$ cat src/rtl/accel_tilt_motion_pkg.sv
// Shared types and constants for the tilt-to-motion controller.
package accel_tilt_motion_pkg;

    localparam int ACCEL_W      = 9;
    localparam int ACCEL_CENTER = 256;
    localparam int CNT_W        = 6;

    typedef enum logic [1:0] {
        ST_IDLE = 2'd0,
        ST_POS  = 2'd1,
        ST_NEG  = 2'd2
    } axis_state_t;

endpackage

$ cat src/rtl/accel_tilt_motion_if.sv
// Accelerometer inputs, step pulses and debug tilt values between the game logic and this block.
interface accel_tilt_motion_if;
    import accel_tilt_motion_pkg::*;

    logic                      enable;
    logic [ACCEL_W-1:0]        accel_x;
    logic [ACCEL_W-1:0]        accel_y;
    logic                      x_increment;
    logic                      x_decrement;
    logic                      y_increment;
    logic                      y_decrement;
    logic signed [ACCEL_W-1:0] tilt_x;
    logic signed [ACCEL_W-1:0] tilt_y;

    modport master (
        output enable, accel_x, accel_y,
        input  x_increment, x_decrement, y_increment, y_decrement, tilt_x, tilt_y
    );

    modport slave (
        input  enable, accel_x, accel_y,
        output x_increment, x_decrement, y_increment, y_decrement, tilt_x, tilt_y
    );

endinterface

$ cat src/rtl/accel_tilt_motion_tilt_axis.sv
// One accelerometer axis: 4-sample moving average, dead-zone FSM and step-period timer.
//   state   | meaning
//   ST_IDLE | inside dead zone, no stepping
//   ST_POS  | tilted positive, stepping in + direction
//   ST_NEG  | tilted negative, stepping in - direction
module tilt_axis
    import accel_tilt_motion_pkg::*;
#(
    parameter int DEADZONE   = 16,
    parameter int HYST       = 8,
    parameter int PERIOD_MAX = 40,
    parameter int PERIOD_MIN = 4,
    parameter int SHIFT      = 2
) (
    input  logic                      clk,
    input  logic                      reset,
    input  logic                      tick,
    input  logic                      hold,
    input  logic [ACCEL_W-1:0]        accel,
    output logic                      step_pos,
    output logic                      step_neg,
    output logic signed [ACCEL_W-1:0] tilt
);

    localparam logic [ACCEL_W-1:0] CENTER = ACCEL_W'(ACCEL_CENTER);
    localparam logic [ACCEL_W-1:0] DZ     = ACCEL_W'(DEADZONE);
    localparam logic [ACCEL_W-1:0] STOP   = ACCEL_W'(DEADZONE - HYST);
    localparam logic [ACCEL_W-1:0] SPAN   = ACCEL_W'(PERIOD_MAX - PERIOD_MIN);
    localparam logic [ACCEL_W-1:0] PMAX_W = ACCEL_W'(PERIOD_MAX);
    localparam logic [CNT_W-1:0]   PMAX   = CNT_W'(PERIOD_MAX);
    localparam logic [CNT_W-1:0]   PMIN   = CNT_W'(PERIOD_MIN);

    // Three stored samples plus the sample taken this tick form the 4-entry window.
    logic [ACCEL_W-1:0]        hist [3];
    logic [ACCEL_W+1:0]        sum;
    logic [ACCEL_W-1:0]        avg;
    logic signed [ACCEL_W-1:0] dev;
    logic [ACCEL_W-1:0]        abs_dev;
    logic [ACCEL_W-1:0]        excess;
    logic [ACCEL_W-1:0]        reduce;
    logic [CNT_W-1:0]          period;
    logic                      enter_pos, enter_neg, stop_pos, stop_neg;

    axis_state_t      state, state_n;
    logic [CNT_W-1:0] cnt, cnt_n;
    logic             pos_n, neg_n;

    always_comb begin
        sum     = {2'b00, accel} + {2'b00, hist[0]} + {2'b00, hist[1]} + {2'b00, hist[2]};
        avg     = ACCEL_W'(sum >> 2);
        dev     = signed'(avg - CENTER);
        abs_dev = dev[ACCEL_W-1] ? (CENTER - avg) : (avg - CENTER);
        excess  = abs_dev - DZ;
        reduce  = excess >> SHIFT;
        // Compare before subtracting so the period never wraps below PERIOD_MIN.
        if (abs_dev <= DZ) begin
            period = PMAX;
        end else if (reduce >= SPAN) begin
            period = PMIN;
        end else begin
            period = CNT_W'(PMAX_W - reduce);
        end
        enter_pos = !dev[ACCEL_W-1] && (abs_dev > DZ);
        enter_neg =  dev[ACCEL_W-1] && (abs_dev > DZ);
        stop_pos  =  dev[ACCEL_W-1] || (abs_dev <= STOP);
        stop_neg  = !dev[ACCEL_W-1] || (abs_dev <= STOP);
    end

    always_ff @(posedge clk) begin
        if (!reset) begin
            hist[0] <= CENTER;
            hist[1] <= CENTER;
            hist[2] <= CENTER;
            tilt    <= '0;
        end else if (tick) begin
            hist[2] <= hist[1];
            hist[1] <= hist[0];
            hist[0] <= accel;
            tilt    <= dev;
        end
    end

    always_ff @(posedge clk) begin
        if (!reset) begin
            state    <= ST_IDLE;
            cnt      <= '0;
            step_pos <= 1'b0;
            step_neg <= 1'b0;
        end else begin
            state    <= state_n;
            cnt      <= cnt_n;
            step_pos <= pos_n;
            step_neg <= neg_n;
        end
    end

    always_comb begin
        state_n = state;
        cnt_n   = cnt;
        pos_n   = 1'b0;
        neg_n   = 1'b0;
        if (hold) begin
            state_n = ST_IDLE;
            cnt_n   = '0;
        end else if (tick) begin
            case (state)
                ST_IDLE: begin
                    if (enter_pos) begin
                        state_n = ST_POS;
                        cnt_n   = period;
                        pos_n   = 1'b1;
                    end else if (enter_neg) begin
                        state_n = ST_NEG;
                        cnt_n   = period;
                        neg_n   = 1'b1;
                    end
                end
                ST_POS: begin
                    if (enter_neg) begin
                        state_n = ST_NEG;
                        cnt_n   = period;
                        neg_n   = 1'b1;
                    end else if (stop_pos) begin
                        state_n = ST_IDLE;
                        cnt_n   = '0;
                    end else if (cnt <= CNT_W'(1)) begin
                        cnt_n = period;
                        pos_n = 1'b1;
                    end else begin
                        cnt_n = cnt - CNT_W'(1);
                    end
                end
                ST_NEG: begin
                    if (enter_pos) begin
                        state_n = ST_POS;
                        cnt_n   = period;
                        pos_n   = 1'b1;
                    end else if (stop_neg) begin
                        state_n = ST_IDLE;
                        cnt_n   = '0;
                    end else if (cnt <= CNT_W'(1)) begin
                        cnt_n = period;
                        neg_n = 1'b1;
                    end else begin
                        cnt_n = cnt - CNT_W'(1);
                    end
                end
                default: begin
                    state_n = ST_IDLE;
                    cnt_n   = '0;
                end
            endcase
        end
    end

endmodule

$ cat src/rtl/accel_tilt_motion.sv
// Converts accelerometer tilt into ball step pulses: sample divider, enable gating, two axis engines.
module accel_tilt_motion
    import accel_tilt_motion_pkg::*;
#(
    parameter int SAMPLE_DIV = 100000,
    parameter int DEADZONE   = 16,
    parameter int HYST       = 8,
    parameter int PERIOD_MAX = 40,
    parameter int PERIOD_MIN = 4,
    parameter int SHIFT      = 2
) (
    input logic                clk,
    input logic                reset,
    accel_tilt_motion_if.slave bus
);

    localparam int DIV_W = (SAMPLE_DIV > 1) ? $clog2(SAMPLE_DIV) : 1;

    logic [DIV_W-1:0] div;
    logic             tick;
    logic             hold;

    assign tick = (div == DIV_W'(SAMPLE_DIV - 1));
    // Holding off motion only parks the FSMs; the filters keep tracking the sensor.
    assign hold = !bus.enable;

    always_ff @(posedge clk) begin
        if (!reset) begin
            div <= '0;
        end else if (tick) begin
            div <= '0;
        end else begin
            div <= div + DIV_W'(1);
        end
    end

    tilt_axis #(
        .DEADZONE   (DEADZONE),
        .HYST       (HYST),
        .PERIOD_MAX (PERIOD_MAX),
        .PERIOD_MIN (PERIOD_MIN),
        .SHIFT      (SHIFT)
    ) u_axis_x (
        .clk      (clk),
        .reset    (reset),
        .tick     (tick),
        .hold     (hold),
        .accel    (bus.accel_x),
        .step_pos (bus.x_increment),
        .step_neg (bus.x_decrement),
        .tilt     (bus.tilt_x)
    );

    tilt_axis #(
        .DEADZONE   (DEADZONE),
        .HYST       (HYST),
        .PERIOD_MAX (PERIOD_MAX),
        .PERIOD_MIN (PERIOD_MIN),
        .SHIFT      (SHIFT)
    ) u_axis_y (
        .clk      (clk),
        .reset    (reset),
        .tick     (tick),
        .hold     (hold),
        .accel    (bus.accel_y),
        .step_pos (bus.y_increment),
        .step_neg (bus.y_decrement),
        .tilt     (bus.tilt_y)
    );

endmodule
$ cat src/flat_wrapper.sv
// flat-port wrapper written by rule: the top's interface ports become plain ports
module accel_tilt_motion_flat import accel_tilt_motion_pkg::*;
#(
    parameter int SAMPLE_DIV = 100000,
    parameter int DEADZONE   = 16,
    parameter int HYST       = 8,
    parameter int PERIOD_MAX = 40,
    parameter int PERIOD_MIN = 4,
    parameter int SHIFT      = 2
)
  (clk, reset, bus_enable, bus_accel_x, bus_accel_y, bus_x_increment, bus_x_decrement, bus_y_increment, bus_y_decrement, bus_tilt_x, bus_tilt_y);
  accel_tilt_motion_if bus_i ();
  input logic clk;
  input logic reset;
  input wire logic [$bits(bus_i.enable)-1:0] bus_enable;
  input wire logic [$bits(bus_i.accel_x)-1:0] bus_accel_x;
  input wire logic [$bits(bus_i.accel_y)-1:0] bus_accel_y;
  output wire logic [$bits(bus_i.x_increment)-1:0] bus_x_increment;
  output wire logic [$bits(bus_i.x_decrement)-1:0] bus_x_decrement;
  output wire logic [$bits(bus_i.y_increment)-1:0] bus_y_increment;
  output wire logic [$bits(bus_i.y_decrement)-1:0] bus_y_decrement;
  output wire logic [$bits(bus_i.tilt_x)-1:0] bus_tilt_x;
  output wire logic [$bits(bus_i.tilt_y)-1:0] bus_tilt_y;
  assign bus_i.enable = bus_enable;
  assign bus_i.accel_x = bus_accel_x;
  assign bus_i.accel_y = bus_accel_y;
  assign bus_x_increment = bus_i.x_increment;
  assign bus_x_decrement = bus_i.x_decrement;
  assign bus_y_increment = bus_i.y_increment;
  assign bus_y_decrement = bus_i.y_decrement;
  assign bus_tilt_x = bus_i.tilt_x;
  assign bus_tilt_y = bus_i.tilt_y;
  accel_tilt_motion #(.SAMPLE_DIV(SAMPLE_DIV), .DEADZONE(DEADZONE), .HYST(HYST), .PERIOD_MAX(PERIOD_MAX), .PERIOD_MIN(PERIOD_MIN), .SHIFT(SHIFT)) u_core (.clk(clk), .reset(reset), .bus(bus_i));
endmodule
$ cat config.mk
export PLATFORM = sky130hd
export DESIGN_NAME = accel_tilt_motion_flat
export DESIGN_NICKNAME = d
export VERILOG_FILES = /design/src/rtl/accel_tilt_motion_pkg.sv /design/src/rtl/accel_tilt_motion_if.sv /design/src/rtl/accel_tilt_motion_tilt_axis.sv /design/src/rtl/accel_tilt_motion.sv /design/src/flat_wrapper.sv
export SDC_FILE = /design/constraint.sdc
export NUM_CORES = 1
export LEC_CHECK = 0
export ABC_AREA = 1
export BUFFER_PORTS_ARGS = -buffer_cell sky130_fd_sc_hd__buf_2
export CORE_AREA = 2 2 118 120
export DETAILED_ROUTE_END_ITERATION = 12
export DIE_AREA = 0 0 120 122
export PLACE_DENSITY_LB_ADDON = 0.3
export SYNTH_ARGS = -nofsm -noshare
export SYNTH_HDL_FRONTEND = slang
export SYNTH_SLANG_ARGS = --single-unit
$ cat constraint.sdc
create_clock -name clk -period 6.6 [get_ports clk]
set_input_delay 0 -clock clk [delete_from_list [all_inputs] [get_ports clk]]
set_output_delay 0 -clock clk [all_outputs]
set_load 0.02 [all_outputs]
======== After elaboration in Yosys (flattened, before gate mapping) ========
Memory sizes are Yosys's and may differ from the RTL's.
Cells that the tools add are included.
storage, ports and cells
  memories kept ........................... 2
  input port bits ......................... 21
  memory bits (writable) .................. 54
  register bits ........................... 55
  ROM bits ................................ 0
  bits in latches ......................... 0
  output and inout bits ................... 22
operators by class
  magnitude comparators ................... 10
  equality and inequality tests ........... 11
  reduce and logical (&&, ||, !) cells .... 21
  divide/modulo/power cells ............... 0
  shifts and indexed selects .............. 0
  multiplexer cells ....................... 66
  $mul .................................... 0
  bitwise gates (word level) .............. 7
  add/subtract/negate cells ............... 17
memories
  name                  words  bits a word  rd ports  clocked after Yosys merged registers in  wr ports  line                               text
  u_core.u_axis_x.hist  3      9            3         0                                        3         accel_tilt_motion_tilt_axis.sv:34  logic [ACCEL_W-1:0] hist [3];
  u_core.u_axis_y.hist  3      9            3         0                                        3         accel_tilt_motion_tilt_axis.sv:34
operators by type and width
  kind                                                                                  count
  6-bit two-way mux                                                                     18
  9-bit two-way mux                                                                     8
  6-bit case mux with 3 select lines                                                    2
  2-bit two-way mux                                                                     12
  10-bit by 9-bit adder with 11-bit output                                              2
  11-bit by 9-bit adder with 11-bit output                                              2
  9-bit by 9-bit adder with 10-bit output                                               2
  1-bit two-way mux                                                                     20
  9-bit by 5-bit > comparator with 1-bit output (second input constant)                 2
  9-bit by 4-bit <= comparator with 1-bit output (second input constant)                2
  9-bit by 5-bit <= comparator with 1-bit output (second input constant)                2
  3-bit inequality test (second input constant)                                         6
  9-bit by 5-bit subtractor with 9-bit output (second input constant)                   2
  9-bit subtractor (first input constant)                                               2
  9-bit subtractor (second input constant)                                              2
  17-bit by 1-bit adder with 17-bit output (second input constant)                      1
  17-bit equality test (second input constant)                                          1
  7-bit by 6-bit greater-or-equal comparator with 1-bit output (second input constant)  2
  6-bit by 1-bit <= comparator with 1-bit output (second input constant)                2
  2-bit case mux with 3 select lines                                                    2
  6-bit by 1-bit subtractor with 6-bit output (second input constant)                   2
  6-bit subtractor (first input constant)                                               2
  4-bit AND reduction                                                                   2
  1-bit OR                                                                              6
  12 further kinds                                                                      28

======== Longest topological paths before layout ========
An unclocked memory read counts as a cell.
  word-level depth ........................ 14
  mapped depth ............................ 33
  gate-level depth less buffers ........... 33

======== Modules after synthesis ========
From an unflattened synthesis, not the netlist that was laid out.
unflattened totals
  cells, all modules ...................... 1087
  area, all modules ....................... 8200.4 sq um
by module, submodules not included
  module                        cells an instance  times used  area an instance (sq um)
  tilt_axis at u_core.u_axis_x  479                1           3652.3
  tilt_axis at u_core.u_axis_y  467                1           3612.2
  accel_tilt_motion             141                1           935.9

======== Least setup slack after synthesis ========
OpenSTA, ideal clock, no wires.
  path kind ............................... register to register
  from .................................... memory u_core.u_axis_x.hist[0][1]
  to ...................................... register u_core.u_axis_x.cnt[2]
  arrival ................................. 4.378 ns
  period minus slack after synthesis ...... 4.509 ns
  required time ........................... 6.469 ns
  cell stages (with the launch flop) ...... 30
  slack ................................... 2.091 ns
  cells stage by stage .................... edfxtp_1 -> inv_1 -> fa_1 -> inv_1 -> fa_1 -> nand3_1 -> fa_1 -> xnor2_1 -> inv_1 -> ha_1 -> nand3_2 -> clkinv_2 -> o21ai_0 -> nand2_2 -> inv_1 -> ha_1 -> nand2_1 -> nand3b_1 -> nor2_1 -> nand2_1 -> a21oi_4 -> nand2_4 -> inv_4 -> nand2_4 -> nand2_4 -> nor2_4 -> inv_2 -> a21oi_1 -> nand2_1 -> a21oi_2
RTL lines
  item                    line                               text
  start: declaration      accel_tilt_motion_tilt_axis.sv:34
  end signal: assignment  accel_tilt_motion_tilt_axis.sv:91  cnt <= cnt_n;
  end: declaration        accel_tilt_motion_tilt_axis.sv:45  logic [CNT_W-1:0] cnt, cnt_n;

==> run_results.csv <==
group,metric,value,unit
drt,ant_nets,0,
sta,tightest_slew,0.9044,ns
critical_path,path_class,"flop to flop",
synthesis,ys_types,50,
hold_path,hold_depth,3,
pwr,p_per_area,267.4,mW/mm^2
synthesis,syn_inst,1036,
drt,routedWlPerCell,12.44,um
outcome,violations,"hold timing",
die,row_count,43,
drt,viasPerCell,5.147,
place,dp.final_hpwl,11820,um
critical_path,end_kind,"flop",
critical_path,r2r_cells,24,
critical_path,path_delay_family,"compound AO/OA/AOI/OAI gates",
critical_path,crit_top_cell,"nand2_1",
pwr,power.switching,0.0009874,W
synthesis,synth_seq_cells,109,
synthesis,synth_nets,1126,
global_routing,grt_max_degree,73,
critical_path,path_buf_inv,3,
synthesis,yosysSeqAreaShare,0.3448,
sta,setup_viol,0,
pwr,switching_share,0.4217,
sta,max_freq,0.1961,GHz
clock_network,clk_latency,0.37,ns
synthesis,yosysMostFrequentCell,"nand2_1",
drt,drcViolationCount,0,
die,die_h,122,um
sta,min_period_over_period,0.7725,
drt,dr.pass1.iters,6,
clock_network,numCtsBuffers,9,
clock_network,h-tree-depth,3,
clock_network,cts_root_buf,"clkbuf_16",
sta,hold_ws,-0.008038,ns
sta,drv_slew,0,
critical_path,worst_setup_path_start_kind,"flop",
place,port_buffers,42,
synthesis,netlist_top_cells_area,"edfxtp_1, dfxtp_1, nand2_1, fa_1, inv_1",
synthesis,syn_avg_cell_area,7.622,sq um
sta,fin_crit,5.098,ns
drt,vias,6588,
sta,rsz0062_at_grt,"false",
synthesis,synth_warnings,0,
drt,drtIter0Drc,373,
critical_path,critical_path_depth,24,
sta,hold_violations,2,
critical_path,worstPathRequired,6.83,ns
die,start_util,0.5847,
synthesis,synth_flop_cell,"dfxtp_1",
clock_network,cts_num_sinks,109,
critical_path,cp_slowest_cell,"a21boi_1",
critical_path,arrival,5.32,ns
pwr,sequentialPowerShare,0.309,
global_routing,grt-ovfl-total,0,
pwr,power,0.002341,W
synthesis,synth_top_area_share,0.2054,
place,place_congestion,0.8842,
job,cap_violations,0,
clock_network,clk_pin_slew,0.08,ns
hold_path,hold_path.class,"input port to flop",
cells_and_area,syn_to_final_growth,10.90,%
pwr,vdd_drop_max,0.1284,mV
synthesis,async_reset_ff_frac,0,
die,core_area,0.01350,sq mm
global_routing,grt_pass1_vias,6462,
clock_network,cts_resized,0,
drt,wl,15920,um
die,die-area,0.01464,sq mm
sta,skew,0.009428,ns
pwr,cellLeakagePower,4.099,nW
cells_and_area,fin_util,0.6485,
critical_path,crit_fanout,11,
cells_and_area,design_area,0.008757,sq mm
place,place_area,0.008288,sq mm
cells_and_area,antenna_cells,0,
pwr,combPwrFrac,0.460,
sta,setup-tns-final,0,ns
global_routing,grt_pass1_wl,28010,um
cells_and_area,drive_above_1_share,0.1327,
sta,relSlewSlack,0.3958,
synthesis,synth-edff-count,54,
global_routing,track_usage,0.2361,
clock_network,cts_tree,"done",
die,dieWidth,120,um
synthesis,synth_area,0.007896,sq mm
cells_and_area,fin_nets,1185,
clock_network,clk_path_buf_depth,2,
pwr,intPower,0.001354,W
die,io_pins,43,
outcome,run_status,"finished, violations left",
global_routing,antenna_found_initial,0,
synthesis,synth_area_leader_cell,"edfxtp_1",
pwr,clockPowerShare,0.231,
critical_path,crit_chain,"inv_1, fa_1, fa_1, inv_1, ha_1, inv_2, o21ai_0, a21oi_2, a21boi_1, nand3b_1, nand2_2, ha_1, nand2_1, nand3b_1, nor2_1, nand2_1, a21oi_4, a21oi_1, nand2_1, nand3_2, nand3_1, nand2_1, nand2_1, a21oi_1",
synthesis,synth_top_cells_by_count,"nand2_1, inv_1, nor2_1",
critical_path,cp_slowest_stage_delay,0.77,ns
[area by class of cell]
cell class	instances	area, sq um
Clock buffer	10	229.0
Inverter	210	793.3
Sequential cell	109	2723
Clock inverter	6	60.06
Multi-Input combinational cell	703	4322
Tap cell	180	225.2
Timing Repair Buffer	62	405.4
Fill cell	1181	4747
[power by group through the flow]
stage | Sequential (W) | Clock, W | Combinational [W]
3_3_place_gp | 0.000738 | 0 | 0.00104
3_5_place_dp | 0.000739 | 0 | 0.00105
4_1_cts | 0.000723 | 0.000550 | 0.00107
6_report | 0.000723 | 0.000541 | 0.00108
2_1_floorplan | 0.000738 | 0 | 0.000861
5_1_grt | 0.000724 | 0.000575 | 0.00124
[worst paths after layout]
kind                                                    to                                startpoint  slack [ns]
setup reg to reg       u_core.u_axis_x.cnt[0]$_SDFFE_PN0P_  u_core.u_axis_x.hist[0][7]$_SDFFCE_PN0P_        1.50
hold reg to reg                   u_core.div[0]$_SDFF_PP0_                  u_core.div[0]$_SDFF_PP0_        0.46
hold / removal    u_core.u_axis_y.hist[0][4]$_SDFFCE_PN0P_                            bus_accel_y[4]      -0.008
setup / recovery       u_core.u_axis_x.cnt[0]$_SDFFE_PN0P_  u_core.u_axis_x.hist[0][7]$_SDFFCE_PN0P_        1.50
[through the flow]
stage | instances | hold slack (ns) | setup slack (ns)
2_1_floorplan | 1036 | 0.1384 | 2.091
3_3_place_gp | 1246 | 0.2989 | 1.611
3_5_place_dp | 1246 | 0.3086 | 1.498
4_1_cts | 1280 | 0.002940 | 1.492
5_1_grt | 1280 | 0.03175 | 0.9855
6_report | 1280 | -0.008038 | 1.502
[cells in the final DEF, fill, tap and decap left out, types with 3 or more instances in the layout]
cell type      synthesis  layout
o211ai_1               4       4
xor2_1                 8       8
o21ai_1                8       8
a211oi_1               3       3
o21ai_0               39      39
edfxtp_1              54      54
nand3_1               70      70
a21oi_1               47      47
clkbuf_16              0       9
nor4_1                 4       4
nand2_1              228     227
nand3b_1               3       3
inv_2                 15      15
dlygate4sd3_1          0      18
o21bai_1               3       3
a21oi_2                4       4
nor2_4                 4       4
nand3_2               11      11
nand4_1               12      12
nor3_1                 7       7
xnor2_1                5       5
dfxtp_1               55      55
buf_2                  1      42
nor2_1               112     112
or2_2                  7       7
fa_1                  36      36
nand2_2               16      17
inv_1                190     190
nor2_2                10      10
ha_1                  33      33
nand2_4                6       6
[state kept, by name, summed over array words and instances (netlist names)]
| signal | flops |
|---|---|
| u_core.div | 17 |
| u_core.u_axis_x.cnt | 6 |
| u_core.u_axis_x.hist | 27 |
| u_core.u_axis_x.state | 2 |
| u_core.u_axis_x.step_neg | 1 |
| u_core.u_axis_x.step_pos | 1 |
| u_core.u_axis_x.tilt | 9 |
| u_core.u_axis_y.cnt | 6 |
| u_core.u_axis_y.hist | 27 |
| u_core.u_axis_y.state | 2 |
| u_core.u_axis_y.step_neg | 1 |
| u_core.u_axis_y.step_pos | 1 |
| u_core.u_axis_y.tilt | 9 |
[tightest hold or removal path: cells and delay by family]
family / cells / cell delay [ns]
and+or+nand+nor: 1 / 0.11
buffers and inverters: 2 / 0.13
[routing by layer]
| layer | wire [um] | vias up | share of wire | GRT usage |
|---|---|---|---|---|
| li1 | - | 3386 | - | - |
| met1 | 7218 | 3049 | 0.45 | 0.2809 |
| met2 | 7821 | 117 | 0.49 | 0.4297 |
| met3 | 445 | 36 | 0.028 | 0.02762 |
| met4 | 437 | 0 | 0.027 | 0.1037 |
| met5 | 0 | - | 0 | 0 |
[kinds of logic (layout without fill, tap and decap cells)]
kind of cell | count (synthesis) | count (layout) | share of synthesized area
compound gates | 121 | 121 | 0.08984
xor+xnor | 17 | 17 | 0.02409
fa+ha+maj | 69 | 69 | 0.1436
buf+inv | 224 | 288 | 0.1082
flops | 109 | 109 | 0.3448
simple gates | 496 | 496 | 0.2895
[timing repair]
item / 4_1_cts / 5_1_grt
hold endpoints to repair: 21 / 0
hold buffers: 18 / 0
setup buffers: 0 / 0
(Power assumes the default switching activity.)
